$ cat config.mk
export PLATFORM = sky130hd
export DESIGN_NAME = wave_capture_writer
export DESIGN_NICKNAME = d
export VERILOG_FILES = /design/src/rtl/wave_capture_writer.sv
export SDC_FILE = /design/constraint.sdc
export NUM_CORES = 1
export LEC_CHECK = 0
export ABC_AREA = 1
export BUFFER_PORTS_ARGS = -buffer_cell sky130_fd_sc_hd__clkbuf_2
export CORE_ASPECT_RATIO = 1.2
export CORE_MARGIN = 2
export CORE_UTILIZATION = 35
export DETAILED_ROUTE_END_ITERATION = 8
export MAX_ROUTING_LAYER = met4
export SLEW_MARGIN = 25
export SYNTH_ARGS = -nofsm -noshare
export SYNTH_HDL_FRONTEND = slang
export SYNTH_SLANG_ARGS = --single-unit
$ cat constraint.sdc
create_clock -name clock -period 1.6 [get_ports clock]
set_input_delay 0.32 -clock clock [delete_from_list [all_inputs] [get_ports clock]]
set_output_delay 0.32 -clock clock [all_outputs]
set_load 0.05 [all_outputs]
$ cat src/rtl/wave_capture_writer.sv
// rtl/wave_capture_writer.sv - circular ADC sample writer with pre-trigger history and level trigger.
// Defining WAVE_CAPTURE_FORCE_TRIG_EN adds the force_trig input.
module wave_capture_writer #(
    parameter int ADDR_W   = 9,
    parameter int DATA_W   = 8,
    parameter int PRE_TRIG = 128
) (
    input  logic              clock,
    input  logic              reset_n,
    input  logic              arm,
    input  logic              sample_valid,
    input  logic [DATA_W-1:0] sample,
    input  logic [DATA_W-1:0] trig_level,
    input  logic              trig_rising,
`ifdef WAVE_CAPTURE_FORCE_TRIG_EN
    input  logic              force_trig,
`endif
    output logic              wr_en,
    output logic [ADDR_W-1:0] wr_addr,
    output logic [DATA_W-1:0] wr_data,
    output logic              busy,
    output logic              triggered,
    output logic              done,
    output logic [ADDR_W-1:0] trig_addr,
    output logic [ADDR_W-1:0] start_addr
);
    localparam int DEPTH = 1 << ADDR_W;
    localparam logic [ADDR_W-1:0] PRE_LAST  = ADDR_W'(PRE_TRIG - 1);
    localparam logic [ADDR_W-1:0] PRE_OFF   = ADDR_W'(PRE_TRIG);
    localparam logic [ADDR_W-1:0] POST_INIT = ADDR_W'(DEPTH - PRE_TRIG - 1);

    typedef enum logic [2:0] {S_IDLE, S_PRE, S_WAIT, S_POST, S_DONE} state_t;
    state_t state, state_nx;

    logic [ADDR_W-1:0] ptr, count, post_cnt;
    logic [DATA_W-1:0] prev;
    logic              prev_valid;
    logic              capturing, accept, level_hit, force_hit, trig_hit;

    always_comb begin
        capturing = (state == S_PRE) || (state == S_WAIT) || (state == S_POST);
        accept    = capturing && sample_valid && !arm;
        if (trig_rising)
            level_hit = prev_valid && (prev < trig_level) && (sample >= trig_level);
        else
            level_hit = prev_valid && (prev > trig_level) && (sample <= trig_level);
`ifdef WAVE_CAPTURE_FORCE_TRIG_EN
        force_hit = force_trig;
`else
        force_hit = 1'b0;
`endif
        trig_hit = accept && (state == S_WAIT) && (level_hit || force_hit);
    end

    always_comb begin
        state_nx = state;
        if (arm) begin
            state_nx = (PRE_TRIG == 0) ? S_WAIT : S_PRE;
        end else if (accept) begin
            case (state)
                S_PRE:   if (count == PRE_LAST) state_nx = S_WAIT;
                S_WAIT:  if (trig_hit) state_nx = (POST_INIT == '0) ? S_DONE : S_POST;
                S_POST:  if (post_cnt == ADDR_W'(1)) state_nx = S_DONE;
                default: state_nx = state;
            endcase
        end
    end

    always_ff @(posedge clock or negedge reset_n) begin
        if (!reset_n) begin
            state      <= S_IDLE;
            ptr        <= '0;
            count      <= '0;
            post_cnt   <= '0;
            prev       <= '0;
            prev_valid <= 1'b0;
            wr_en      <= 1'b0;
            wr_addr    <= '0;
            wr_data    <= '0;
            busy       <= 1'b0;
            triggered  <= 1'b0;
            done       <= 1'b0;
            trig_addr  <= '0;
            start_addr <= '0;
        end else begin
            state <= state_nx;
            wr_en <= accept;
            // busy trails the state by one cycle so it covers the final write strobe
            busy  <= arm || capturing;
            done  <= !arm && (state == S_DONE);
            if (accept) begin
                wr_addr    <= ptr;
                wr_data    <= sample;
                ptr        <= ptr + 1'b1;
                prev       <= sample;
                prev_valid <= 1'b1;
                if (state == S_PRE)  count    <= count + 1'b1;
                if (state == S_POST) post_cnt <= post_cnt - 1'b1;
            end
            if (trig_hit) begin
                trig_addr  <= ptr;
                start_addr <= ptr - PRE_OFF;
                triggered  <= 1'b1;
                post_cnt   <= POST_INIT;
            end
            if (arm) begin
                ptr        <= '0;
                count      <= '0;
                prev_valid <= 1'b0;
                triggered  <= 1'b0;
            end
        end
    end
endmodule
==> results by group <==
Run status
  • Status: finished, violations left
  • Failing checks: negative hold slack, negative setup slack

Timing
  • Fmax: between 500 and 600 MHz
  • Tmin final: between 1.5 and 2 ns
  • Rel. slew slack: ~77%
  • Count of pins over their slew limit: 0
  • Final worst setup slack: -0.178 ns
  • Clock Skew: approximately 0.0044 ns
  • Hold_ws: -0.0154 ns
  • RSZ-0062 raised after global routing: yes
  • Slew @ Worst Pin: ~0.35 ns
  • Setup_tns: -3.64 ns
  • Final Hold Fails: 7
  • # setup viols final: 24
  • Crit share post-route: 111%

Logic synthesis
  • Post-synth EDFFs: 0
  • Post-synthesis mux area share: 0%
  • Top-count cell post-synth: nand2_1
  • Most area-hungry cell type in the Yosys netlist: dfrtp_1
  • Synth Cell Area: 3330 um^2
  • Mapped Cells: 402
  • Synth cell types: 36
  • Avg Synthesized Cell Area: 8.29 um^2
  • Area contributors post-synth: dfrtp_1, nand2_1, ha_1
  • Share of flip-flops with an asynchronous set or reset: 100%
  • Seq/Total Area, Yosys: around 47%
  • Seq cells post-synth: 63
  • Post-Synth Simple-Gate Area: a little under a quarter
  • Share of the synthesized area in the top cell type: between 40% and 50%
  • List of most frequent post-synthesis cells: nand2_1, dfrtp_1, inv_1, nor2_1, o21ai_0
  • Synth Area in Adders: under 10%
  • Xor/xnor share of the synthesized area: approximately 2.6%
  • Top_reg_cell synth: dfrtp_1
  • YS warnings: 0
  • Synth Area in Compound Gates: a little over a tenth
  • Syn nets: 443
  • Largest family of logic cells by synthesized area: simple AND/OR/NAND/NOR gates

Floorplan
  • Core region area: 9370 um^2
  • Initial Utilization: ~36%
  • Vert. Die Dim: roughly 110 um
  • Rows: 39
  • Die W: 93.1 um
  • Ports: 60
  • Die Area: approximately 10000 um^2

Route
  • DR pass1 iterations: 6
  • DR WL/cell: 11.7 um
  • DRT antenna net count: 0
  • DR vias: about 2900
  • Residual DRC: 0
  • DRT iter0 DRCs: between 100 and 150
  • Routed WL: approximately 7300 um
  • Via-to-Cell Ratio: approximately 4.6

Global routing
  • Vias in the first global route: 2831
  • Largest net degree at the start of global routing: 64
  • Initial antenna violation count: 0
  • Gr usage total: roughly 16%
  • Gr ovfl total: 0
  • First-pass GRT wire length: between 10000 and 15000 um

Worst setup path
  • R2r startpoint: prev[7]
  • Reg2Reg Depth: 11
  • Startpoint Class: flip-flop
  • Req. time, crit path: ~1.8 ns
  • R2R Setup Slk: -0.18 ns
  • Critical path data arrival time: 1.99 ns
  • Setup CP Type: flip-flop to flip-flop
  • Worst R2R End: trig_addr[8]
  • Crit. End Element: flip-flop
  • CP Max Fanout: 23

Placement
  • Dpl hpwl: between 5000 and 6000 um
  • Routability cong.: between 0.7 and 0.8
  • Placed Area: 4020 um^2
  • PortBufs: just under 60
  • DP Cell Count: between 600 and 700

Finish
  • ANT cells: 0
  • Design Area, Final: about 4600 um^2
  • Final net count: roughly 540
  • Layout Cells excl Fill: 622
  • Synthesis-to-layout area growth: 37.7%
  • Share of layout cells above drive strength 1: 35.7%

Clock network
  • Clk pin slew, worst setup/hold paths: roughly 0.06 ns
  • Clock Path Buffers: 2
  • Clock Tree Root: clkbuf_16
  • Worst-Skew Late Latency: between 0.3 and 0.4 ns
  • CTS buffer count: 9
  • CTS tree: built
  • CTS H-tree depth: 3
  • CTS sink cnt: 63

Pwr
  • Pwr Total: ~7100 uW
  • Maximum vdd ir drop: 0.000537 V
  • Combinational share of power: between 30% and 40%
  • Clock power share: 31.8%
  • P_leak: 0.00230 uW
  • Sw power: 2670 uW
  • Pint: about 4400 uW
  • Switching Share: 37.5%
  • Pwr dens: ~1600 nW/um^2
  • Seq pwr share: 31.0%

Flow run
  • MaxCap Viol Count: 0

Hold path
  • Hold WC Path Type: input pin to asynchronous set/reset pin
-- timing repair --
action | CTS | global route
hold buffers | 0 | 0
buffers inserted | 0 | 5
pin swaps | 3 | 5
endpoints found under the setup margin | 24 | 30
gates resized for setup | 18 | 35
-- kinds of logic after synthesis --
| logic type | Yosys count |
|---|---|
| compound gates | 64 |
| flops | 63 |
| simple gates | 178 |
| xor+xnor | 10 |
| fa+ha+maj | 20 |
| buf+inv | 67 |
-- worst max-delay path: stages, from the launching register on --
cell	delay, ns
dfrtp_2	0.42
ha_4	0.24
a21o_1	0.18
nor2_2	0.11
nand2_1	0.06
nor2_1	0.08
nand2_1	0.06
nand2_2	0.07
nand3_4	0.12
buf_12	0.19
nand2_1	0.06
o21ai_1	0.06
-- area by class of cell --
cell class,count,area [um^2]
clock inverters,7,120
repair buffers,98,641
multi-input cells,272,1670
flip-flops and latches,63,1590
inverters,50,188
clock buffers,9,225
fillers,914,4780
well taps,123,154
-- layer usage --
layer / part of all wire, % / wire length, um / vias up / GRT usage, %
li1: - / - / 1473 / -
met4: 1.9 / 136 / 0 / 6.18
met2: 49 / 3590 / 53 / 25.6
met5: 0 / 0 / - / -
met1: 45 / 3260 / 1326 / 19.1
met3: 3.7 / 270 / 10 / 3.20
-- flip-flops by register name (all words and copies together), names as in the netlist --
name        flops
ptr             9
post_cnt        9
triggered       1
done            1
wr_addr         9
prev_valid      1
busy            1
start_addr      2
trig_addr       9
prev            8
state           3
wr_en           1
count           9
-- through the flow --
stage                     worst slack (ns)  utilization (%)
after floorplan                     -0.219                -
after global placement              -0.324             42.9
after detailed placement            -0.339             42.9
after CTS                           -0.195             47.4
after global routing                -0.333             49.0
final                               -0.178             49.0
-- power by group through the flow --
stage | Combinational (uW) | Sequential (uW) | Clock (uW)
after detailed placement | 2470 | 2210 | 0
after floorplan | 1140 | 2750 | 0
final | 2650 | 2210 | 2260
after CTS | 2570 | 2200 | 2310
after global placement | 2430 | 2200 | 0
after global routing | 2930 | 2250 | 2390
-- worst max-delay path by stage --
| stage | startpoint | end | slack (ns) | cells after the start |
|---|---|---|---|---|
| global placement | trig_level[7] | trig_addr[6] | -0.32 | 13 |
| detailed placement | trig_level[5] | start_addr[8] | -0.34 | 13 |
| CTS | prev[7] | trig_addr[3] | -0.20 | 11 |
| finish | prev[7] | trig_addr[8] | -0.18 | 11 |
| global route | prev[2] | state[1] | -0.33 | 14 |
| floorplan | prev[7] | post_cnt[7] | -0.22 | 12 |
-- cells in the final DEF, fill, tap and decap left out, types with 4 or more instances in the layout --
master and instances:
nor3_1 7, clkbuf_16 9, a21oi_1 14, dfrtp_1 55, inv_1 46, dfrtp_2 8, nand3_1 16, ha_1 12
xor2_1 8, clkbuf_2 59, nand2_1 88, ha_4 6, buf_4 32, o21ai_1 18, nor2_4 5, o21ai_0 21
nand4_1 4, nor2_1 21, nor2_2 4, buf_6 4, nand2_2 22
(Power assumes the default switching activity.)
